==> src/rtl/uart_pkg.sv <==
// Shared UART definitions: parity encodings and frame/counter sizing helpers.
// Used by both the transmitter and the companion receiver.
package uart_pkg;

    localparam int PAR_NONE = 0;
    localparam int PAR_ODD  = 1;
    localparam int PAR_EVEN = 2;

    function automatic int frame_len(int data_bits, int parity, int stop_bits);
        return 1 + data_bits + ((parity != PAR_NONE) ? 1 : 0) + stop_bits;
    endfunction

    function automatic int baud_w(int baud_div);
        return $clog2(baud_div);
    endfunction

    function automatic int bit_w(int n);
        return $clog2(n);
    endfunction

endpackage

==> src/rtl/uart_baud_gen.sv <==
// Bit-period timer: counts 0..BAUD_DIV-1 while enabled and flags the
// last cycle of each bit; restarts from zero when the shifter loads.
module uart_baud_gen
    import uart_pkg::*;
#(
    parameter int BAUD_DIV = 5208
) (
    input  logic clk,
    input  logic rst,
    input  logic en,
    input  logic restart,
    output logic wrap
);

    localparam int CW = baud_w(BAUD_DIV);
    localparam logic [CW-1:0] LAST = CW'(BAUD_DIV - 1);

    logic [CW-1:0] cnt_q, cnt_d;

    // wrap must not depend on restart: the load decision is built from it
    assign wrap = en && (cnt_q == LAST);

    // next count: restart wins, then wrap, then count while enabled
    always_comb begin
        cnt_d = cnt_q;
        if (restart) begin
            cnt_d = '0;
        end else if (wrap) begin
            cnt_d = '0;
        end else if (en) begin
            cnt_d = cnt_q + CW'(1);
        end
    end

    // counter register
    always_ff @(posedge clk) begin
        if (rst) begin
            cnt_q <= '0;
        end else begin
            cnt_q <= cnt_d;
        end
    end

endmodule

==> src/rtl/uart_tx_frame.sv <==
// Parametrised UART transmitter with a one-entry holding register so that
// a queued word starts on the same edge the previous frame ends.
module uart_tx_frame
    import uart_pkg::*;
#(
    parameter int BAUD_DIV  = 5208,
    parameter int DATA_BITS = 8,
    parameter int PARITY    = 0,
    parameter int STOP_BITS = 1
) (
    input  logic                 clk,
    input  logic                 rst,
    input  logic                 tx_valid,
    output logic                 tx_ready,
    input  logic [DATA_BITS-1:0] tx_data,
    output logic                 tx_busy,
    output logic                 tx_done,
    output logic                 rs232_tx
);

    localparam int N  = frame_len(DATA_BITS, PARITY, STOP_BITS);
    localparam int BW = bit_w(N);
    localparam int SW = N - 1;
    localparam logic [BW-1:0] LAST_BIT = BW'(N - 1);

    if (BAUD_DIV < 2 || DATA_BITS < 5 || DATA_BITS > 9 ||
        PARITY < 0 || PARITY > 2 || STOP_BITS < 1 || STOP_BITS > 2)
    begin : g_bad_param
        $error("uart_tx_frame: illegal parameter value");
    end

    logic                 full_q, full_d;
    logic [DATA_BITS-1:0] hold_q, hold_d;
    logic                 busy_q, busy_d;
    logic                 done_q, done_d;
    logic                 tx_q, tx_d;
    logic [SW-1:0]        shift_q, shift_d;
    logic [BW-1:0]        bit_q, bit_d;

    logic          wrap;
    logic          last;
    logic          load;
    logic          par;
    logic [SW-1:0] frame;

    uart_baud_gen #(
        .BAUD_DIV(BAUD_DIV)
    ) u_baud (
        .clk    (clk),
        .rst    (rst),
        .en     (busy_q),
        .restart(load),
        .wrap   (wrap)
    );

    assign last     = wrap && (bit_q == LAST_BIT);
    assign load     = full_q && (!busy_q || last);
    assign tx_ready = !full_q;
    assign tx_busy  = busy_q;
    assign tx_done  = done_q;
    assign rs232_tx = tx_q;

    // bits following the start bit, padded with stop-level ones
    always_comb begin
        par   = (PARITY == PAR_ODD) ? ~(^hold_q) : ^hold_q;
        frame = '1;
        frame[DATA_BITS-1:0] = hold_q;
        if (PARITY != PAR_NONE) begin
            frame[DATA_BITS] = par;
        end
    end

    // handshake, shifter load, bit stepping and end-of-frame control
    always_comb begin
        full_d  = full_q;
        hold_d  = hold_q;
        busy_d  = busy_q;
        tx_d    = tx_q;
        shift_d = shift_q;
        bit_d   = bit_q;
        done_d  = last;
        if (tx_valid && !full_q) begin
            full_d = 1'b1;
            hold_d = tx_data;
        end
        if (load) begin
            full_d  = 1'b0;
            busy_d  = 1'b1;
            tx_d    = 1'b0;
            shift_d = frame;
            bit_d   = '0;
        end else if (wrap) begin
            if (last) begin
                busy_d = 1'b0;
                tx_d   = 1'b1;
                bit_d  = '0;
            end else begin
                tx_d    = shift_q[0];
                shift_d = {1'b1, shift_q[SW-1:1]};
                bit_d   = bit_q + BW'(1);
            end
        end
    end

    // state registers; reset abandons any frame and the held word
    always_ff @(posedge clk) begin
        if (rst) begin
            full_q  <= 1'b0;
            hold_q  <= '0;
            busy_q  <= 1'b0;
            done_q  <= 1'b0;
            tx_q    <= 1'b1;
            shift_q <= '1;
            bit_q   <= '0;
        end else begin
            full_q  <= full_d;
            hold_q  <= hold_d;
            busy_q  <= busy_d;
            done_q  <= done_d;
            tx_q    <= tx_d;
            shift_q <= shift_d;
            bit_q   <= bit_d;
        end
    end

endmodule

==> config.mk <==
export PLATFORM = sky130hd
export DESIGN_NAME = uart_tx_frame
export DESIGN_NICKNAME = d
export VERILOG_FILES = /design/src/rtl/uart_pkg.sv /design/src/rtl/uart_baud_gen.sv /design/src/rtl/uart_tx_frame.sv
export SDC_FILE = /design/constraint.sdc
export NUM_CORES = 1
export LEC_CHECK = 0
export ABC_CLOCK_PERIOD_IN_PS = 2400
export CAP_MARGIN = 10
export CORE_ASPECT_RATIO = 1.5
export CORE_MARGIN = 4
export CORE_UTILIZATION = 40
export DETAILED_ROUTE_END_ITERATION = 12
export GPL_TIMING_DRIVEN = 0
export PLACE_DENSITY = 0.61
export SLEW_MARGIN = 20
export SYNTH_ARGS = -nofsm -noshare
export SYNTH_HDL_FRONTEND = slang
export SYNTH_SLANG_ARGS = --single-unit
==> constraint.sdc <==
create_clock -name clk -period 2.4 [get_ports clk]
set_input_delay 0.72 -clock clk [delete_from_list [all_inputs] [get_ports clk]]
set_output_delay 0.72 -clock clk [all_outputs]
set_load 0.01 [all_outputs]
Word level (Yosys, flattened, before mapping)

Cells that the tools add are included.
W data, S select, Z words.

Word-level logic and storage cells: 36
Register bits after elaboration: 37

Multiplexer cells: 10
$add $sub $neg: 2
Equal/unequal tests: 3
Reductions and logical operators: 13

Operators with widths:

| operator                | number |
|---|---|
| $mux W8                 | 3 |
| $add A13 B1 Y13 const B | 1 |
| $eq A13 B13 Y1 const B  | 1 |
| $mux W1                 | 6 |
| $add A4 B1 Y4 const B   | 1 |
| $eq A4 B4 Y1 const B    | 1 |
| $logic_and A1 B1 Y1     | 4 |
| $mux W4                 | 1 |
| $reduce_and A2 Y1       | 2 |
| $reduce_bool A2 Y1      | 2 |
| $reduce_or A3 Y1        | 1 |
| $logic_not A1 Y1        | 2 |
| $ne A2 B1 Y1 const B    | 1 |
| $reduce_or A2 Y1        | 1 |
| $logic_or A1 B1 Y1      | 1 |

Longest topological paths before layout

Gate-level depths: netlist (run 1).

Depth after elaboration: 7
Mapped depth: 8

Modules after synthesis

Synthesis (run 1) repeated with hierarchy kept, for this count alone.

Cells, all modules: 180
Area, all modules: 1756.7 sq um

Modules (own cells, without submodules):

| module        | cells an instance | area an instance (sq um) | sequential area each (sq um) | instances |
|---|---|---|---|---|
| uart_tx_frame | 111               | 1119.8                   | 480.5                        | 1 |
| uart_baud_gen | 69                | 636.9                    | 260.2                        | 1 |

Worst setup path before layout (run 1)

Ideal clock, no wire load.

Path type: flip-flop to flip-flop
From: reg busy_q, in the netlist tx_busy
To: reg shift_q[6]
Buffers on the path: 1
Period minus slack after synthesis: 1.751 ns
Cell stages (with the launch flop): 7
Slack: 0.649 ns
Arrival time: 1.629 ns
Path through: dfxtp_1 buf_2 and3_1 and4_4 nand3_4 and3_1 o32a_1

Word-level cells in the longest chain between the ends: 6

RTL lines:

| item                                                         | RTL line             | text |
|---|---|---|
| start, declared                                              | uart_tx_frame.sv:34  | `logic busy_q, busy_d;` |
| start signal, assigned                                       | uart_tx_frame.sv:118 | `busy_q <= busy_d;` |
| $logic_and A1 B1 Y1                                          | uart_baud_gen.sv:21  | `assign wrap = en && (cnt_q == LAST);` |
| $logic_and A1 B1 Y1                                          | uart_tx_frame.sv:56  | `assign last = wrap && (bit_q == LAST_BIT);` |
| $logic_or A1 B1 Y1                                           | uart_tx_frame.sv:57  | `assign load = full_q && (!busy_q \|\| last);` |
| $logic_and A1 B1 Y1                                          | uart_tx_frame.sv:57  |  |
| $ne A2 B1 Y1 (no line) or $reduce_bool A2 Y1 (tied branches) | -                    |  |
| $reduce_and A2 Y1 (no line)                                  | -                    |  |
| end signal, assigned                                         | uart_tx_frame.sv:121 | `shift_q <= shift_d;` |
| end, declared                                                | uart_tx_frame.sv:37  | `logic [SW-1:0] shift_q, shift_d;` |

Several ways; a longest one is shown, not always the timed one.
A chain may end at the register's enable or synchronous reset.

Final worst setup path (run 1)

From: reg full_q
To: out tx_ready

Word-level cells in the longest chain between the ends: 1

RTL lines:

| item                   | RTL line             | text |
|---|---|---|
| start, declared        | uart_tx_frame.sv:32  | `logic full_q, full_d;` |
| start signal, assigned | uart_tx_frame.sv:116 | `full_q <= full_d;` |
| $logic_not A1 Y1       | uart_tx_frame.sv:58  | `assign tx_ready = !full_q;` |
| end, declared          | uart_tx_frame.sv:14  | `output logic tx_ready,` |

No other way between the ends.

==> results of run 1 <==
[worst min path at each step]
stage	to	startpoint	slack [ns]	depth (start not counted)
6_report	shift_q[1]	shift_q[1]	0.48	1
5_1_grt	shift_q[5]	shift_q[5]	0.50	1
4_1_cts	shift_q[1]	shift_q[1]	0.48	1
3_5_place_dp	shift_q[1]	shift_q[1]	0.47	1
3_3_place_gp	shift_q[5]	shift_q[5]	0.45	1
2_1_floorplan	shift_q[5]	shift_q[5]	0.44	1
[per-layer routing]
metal	part of all wire, %	up-vias	wire (µm)
li1	-	694	-
met1	37	662	1390
met2	58	34	2180
met3	4.0	2	148
met4	0.64	0	24
met5	0	-	0
[layout make-up]
| type | count | share of cell area [%] |
|---|---|---|
| Multi-Input combinational cell | 137 | 45.0 |
| Sequential cell | 37 | 37.9 |
| Timing Repair Buffer | 14 | 7.17 |
| Clock buffer | 5 | 3.52 |
| Tap cell | 45 | 2.88 |
| Buffer | 8 | 1.79 |
| Clock inverter | 3 | 0.897 |
| Inverter | 4 | 0.769 |
[worst max-delay path: stages, from the launching register on]
cell,delay (ns)
dfxtp_1,0.36
buf_2,0.25
inv_1,0.11
clkdlybuf4s50_1,0.49
[cells by family (layout without fill, tap and decap cells)]
family          Yosys count  after routing
buf+inv                  12             34
flops                    37             37
mux                       8              8
xor+xnor                 12             12
compound gates           29             29
fa+ha+maj                 3              3
simple gates             85             85
[sequential cells by signal (all words and copies together) (netlist names)]
name and flops:
full_q 1, u_baud.cnt_q 13, tx_done 1, tx_busy 1, bit_q 4, hold_q 8
shift_q 8, rs232_tx 1
[metrics by stage]
step	cell area, µm²	setup slack [ns]
after floorplan	1670	0.649
after global placement	1870	0.180
after detailed placement	1870	0.159
after CTS	1950	0.157
after global routing	1950	0.110
final	1950	0.182
[Yosys cell counts, drive strengths merged]
cell     count  area [µm²]
a41oi        1        8.76
nand4        4        25.0
and3b        2        17.5
o21a         1        7.51
nand3b       1        7.51
nor3         7        35.0
nand2       12        45.0
xor2         5        43.8
o21ai        6        30.0
o2111ai      1        8.76
nor2        33         124
mux2i        8        80.1
and3         5        31.3
or2          1        6.26
clkbuf       4        15.0
or3          1        6.26
and4         2        20.0
a21oi        6        30.0
and4bb       1        12.5
xnor2        7        61.3
nand3        5        37.5
inv          4        15.0
and2         5        31.3
nor2b        3        18.8
nor4b        1        23.8
o31ai        1        7.51
ha           3        37.5
a2bb2oi      2        17.5
dfxtp       37         741
o22ai        1        6.26
o22a         3        26.3
buf          4        20.0
a22oi        1        7.51
a31oi        2        12.5
o32a         1        10.0
nand2b       2        12.5
a32o         3        30.0
[cell usage in the layout, fill, tap and decap left out, types with 4 or more instances in the layout]
cell type        netlist  layout
dfxtp_1               37      37
nand3_1                4       4
nand4_1                4       4
clkdlybuf4s50_1        0      14
and2_1                 5       5
mux2i_1                8       8
a21oi_1                6       6
and3_1                 5       5
xor2_1                 5       5
buf_2                  4       4
clkbuf_8               0       5
clkbuf_1               4       4
nand2_1               12      12
xnor2_1                7       7
o21ai_0                4       4
inv_1                  4       4
nor3_1                 7       7
nor2_1                33      33
[report_power, final]
group          internal (W)  switching [W]  leakage (nW)
logic             0.0000679      0.0000699         0.377
registers          0.000638      0.0000150         0.301
clock network      0.000200       0.000217        0.0439
total              0.000906       0.000302         0.722
==> flow_summary.ini, run 1 <==
[status]
status = complete, no violations

[critical_path]
crit_arrival_ns = 1.50
crit_type = register to primary output
critical_path_required_ns = 1.68
worstPathMaxFanout = 10
worstSetupEndpoint = tx_ready
worst_r2r_endpoint = rs232_tx
end_kind = primary output
r2r_start = u_baud.cnt_q[0]
ff2ff_path_depth = 6
startpoint_type = register
crit_start = full_q
rrSetupSlack_ns = 0.35

[cells_and_area]
instances_no_fill = 253
num_antenna_cells = 0
synthToLayoutAreaGrowth_pct = 16.9
fin_nets = 221
fillers = 415
drive_gt1_share_pct = 7.21
fin_util_pct = 48.9
seq_area_um2 = 741
multiInputGateArea_um2 = 880

[timing]
rsz0062_at_grt = no
setup_viol = 0
finalMaxSlewViolations = 0
fin_hold_ws_ns = 0.477
tightest_slew_ns = 0.553
finalHoldViolations = 0
slew_headroom_pct = 63.1
timing.setup.tns_ns = 0
finalCritPeriodShare_pct = 92.4
fmax_mhz = 451
post-route-min-period_ns = 2.22
finClkSkew_ns = 0.00523

[clocking]
cts_resized = 0
cts_inserted_buffers = 5
post-cts-setup-buffer-count = 0
hold_buffers = 0
cts_root_buf = clkbuf_8
clockBufferDepth = 2
htreeDepth = 2
cts_tree = built
numClockSinks = 37
clkSlewWorstSetupHoldPaths_ns = 0.07
worstSkewPairLatency_ns = 0.28

[detailed_routing]
vias = 1392
drcViolationCount = 0
wl_um = 3750
ant_nets = 0
post_drt_wl_per_cell_um = 14.8
vias_per_cell = 5.50
first_iter_violations = 94
drt-pass1-iter-count = 4

[pwr]
power_w = 0.00121
power.leakage_nw = 0.722
powerDensity_nw_per_um2 = 619
ir_worst_vdd_uv = 479

[floorplan]
dieArea_um2 = 5290
num_rows = 28
ioPinCount = 15
die_w_um = 60.8
fp.coreArea_um2 = 3990
start_util_pct = 41.8
die_y_um = 87.1

[yosys]
synth_area_um2 = 1670
synth_xor_area_share_pct = 6.29
avgSynthCellArea_um2 = 8.98
ys_ff_latch = 37
synth-simple-area-share_pct = 27.2
muxShareOfSynthArea_pct = 4.79
synth_fa_ha_area_share_pct = 2.25
synthCells = 186
ys_seq_area_share_pct = 44.3
synth_warnings = 0
synth_compound_area_share_pct = 12.1
synth_top_family_by_area = simple AND/OR/NAND/NOR gates
syn_nets = 200
ys_types = 40

[grt]
use_met2_pct = 31.1
grt_pass1_vias = 1426
gr-usage-met1_pct = 15.7
overflow = 0
grt_max_degree = 13
grt-busiest-layer = met2
antenna_found_initial = 0
grtUsageMet3_pct = 3.56
grt_pass1_wl_um = 6310
grt_usage_pct = 16.0

[job]
cap_violations = 0

[placed_design]
io_buffers = 14
dp_hpwl_um = 2850
dp_cells = 245
routabilityCongestion = 0.821

[min_path]
hold_path_class = register to register
Note: power is estimated with default switching activity, not from simulation.
==> inputs of run 2 (changes only) <==
- ABC_AREA: unset -> 1
==> flow_summary.ini, run 2 <==
[status]
status = complete, no violations

[clocking]
htreeDepth = 2
cts_root_buf = clkbuf_8
post-cts-setup-buffer-count = 0
numClockSinks = 37
cts_tree = built
cts_resized = 0
clockBufferDepth = 2
hold_buffers = 0
clkSlewWorstSetupHoldPaths_ns = 0.07
worstSkewPairLatency_ns = 0.29
cts_inserted_buffers = 5

[cells_and_area]
mostFrequentLayoutCell = nand2_1
instances_no_fill = 307
fin_nets = 274
num_antenna_cells = 0
synthToLayoutAreaGrowth_pct = 17.0
final_cell_mix = nand2_1, dfxtp_1, nor2_1
regMostFlops = u_baud.cnt_q
drive_gt1_share_pct = 10.7
reg.largest.list = u_baud.cnt_q (13), hold_q (8), shift_q (8)
largest_reg_flops = 13

[timing]
fin_hold_ws_ns = 0.455
timing.setup.tns_ns = 0
setup_ws_ns = 0.190
setup_viol = 0
finClkSkew_ns = 0.00936
post-route-min-period_ns = 2.21
slew_headroom_pct = 71.1
tightest_slew_ns = 0.433
finalHoldViolations = 0
fmax_mhz = 453
rsz0062_at_grt = no
finalMaxSlewViolations = 0
finalCritPeriodShare_pct = 92.1

[detailed_routing]
wl_um = 3570
vias = 1472
post_drt_wl_per_cell_um = 11.6
first_iter_violations = 47
drcViolationCount = 0
ant_nets = 0
drt-pass1-iter-count = 4
vias_per_cell = 4.79

[yosys]
synthArstFlopShare_pct = 0
synth.area.top_cells = dfxtp_1, nand3_1, nand2_1, nor2_1, inv_1
synth_xor_area_share_pct = 6.96
netlist_top_cells_count = nand2_1, dfxtp_1, nor2_1, nand3_1, inv_1
synth_edf_count = 0
syn_nets = 253
synth_area_um2 = 1760
muxShareOfSynthArea_pct = 0
ys_ff_latch = 37
synth_fa_ha_area_share_pct = 2.13
yosysTopAreaCellShare_pct = 42.0
yosysTopAreaCell = dfxtp_1
synthCells = 239
synth_top_family_by_area = simple AND/OR/NAND/NOR gates
synth_compound_area_share_pct = 6.39
synth-simple-area-share_pct = 32.7
ys.flop_type = dfxtp_1
avgSynthCellArea_um2 = 7.37
ys_seq_area_share_pct = 42.0
synth_warnings = 0
synthMostInstantiatedCell = nand2_1
ys_types = 26

[floorplan]
num_rows = 29
ioPinCount = 15
start_util_pct = 41.5
fp.coreArea_um2 = 4250
die_y_um = 89.3
die_w_um = 62.2
dieArea_um2 = 5550

[critical_path]
crit_start = full_q
startpoint_type = register
crit_buf_inv = 3
rrSetupSlack_ns = 0.65
critical_path_required_ns = 1.68
crit_arrival_ns = 1.49
cpMaxStageDelayCell = clkdlybuf4s50_1
r2r_start = u_baud.cnt_q[0]
worst_r2r_endpoint = shift_q[6]
ff2ff_path_depth = 10
worst-path-stages = 3
crit_type = register to primary output
cpPeakStageDelay_ns = 0.57
end_kind = primary output
worstPathMaxFanout = 10
crit_family = buffers and inverters
worstSetupEndpoint = tx_ready
crit_chain = buf_2, inv_1, clkdlybuf4s50_1

[grt]
grt_pass1_vias = 1407
grt_max_degree = 12
grt_pass1_wl_um = 6160
overflow = 0
grt_usage_pct = 14.3
antenna_found_initial = 0

[placed_design]
io_buffers = 14
routabilityCongestion = 0.804
dp_cells = 299
dpl_worst_slack_ns = 0.0858
dp_hpwl_um = 2670

[pwr]
power_w = 0.00130
power.leakage_nw = 0.887
ir_worst_vdd_uv = 493
powerDensity_nw_per_um2 = 630

[min_path]
hold_path_class = register to register

[job]
cap_violations = 0
run 2: cell families after synthesis:
group	after synthesis
buffers and inverters	40
adders and majority gates	3
and+or+nand+nor	123
DFF	37
AOI/OAI and AO/OA	22
xor gates and xnor gates	14
run 2: metal layers:
layer	global-route usage [%]	share of wire [%]
met1	15.1	44
met2	26.4	52
met3	3.40	2.7
met4	7.10	2.0
met5	0	0
run 2: worst min-delay path by stage:
stage | from | endpoint | slack [ns] | cells past startpoint
5_1_grt | hold_q[3] | hold_q[3] | 0.49 | 2
3_3_place_gp | hold_q[7] | shift_q[7] | 0.44 | 2
3_5_place_dp | hold_q[4] | hold_q[4] | 0.44 | 2
2_1_floorplan | hold_q[7] | shift_q[7] | 0.43 | 2
4_1_cts | hold_q[4] | hold_q[4] | 0.46 | 2
6_report | hold_q[3] | hold_q[3] | 0.45 | 2
run 2: area by class of cell:
cell class / count / area (µm²)
fill: 450 / 2180
multi-input combinational: 162 / 850
sequential: 37 / 741
timing repair buffer: 14 / 140
inverter: 33 / 124
clock buffer: 7 / 96.3
tap: 46 / 57.6
buffer: 7 / 47.5
clock inverter: 1 / 5.00
run 2: worst register-to-register path, cell delays in order, from the launching register on:
cell     delay [ns]
dfxtp_1        0.37
ha_1           0.23
nand2_1        0.07
inv_1          0.05
nand3_1        0.12
nor2_2         0.22
nand3_1        0.11
nand2_2        0.18
inv_2          0.10
nand3_1        0.10
nand3_1        0.07
run 2: power breakdown:
group          switching (W)  internal, W
sequential         0.0000124     0.000645
clock               0.000219     0.000260
combinational      0.0000931    0.0000691
run 2: per-stage QoR:
| step | util [%] | cell area, µm² |
|---|---|---|
| detailed placement | 46.2 | 1960 |
| finish | 48.5 | 2060 |
| global route | 48.5 | 2060 |
| global placement | 46.2 | 1960 |
| floorplan | - | 1760 |
| CTS | 48.5 | 2060 |
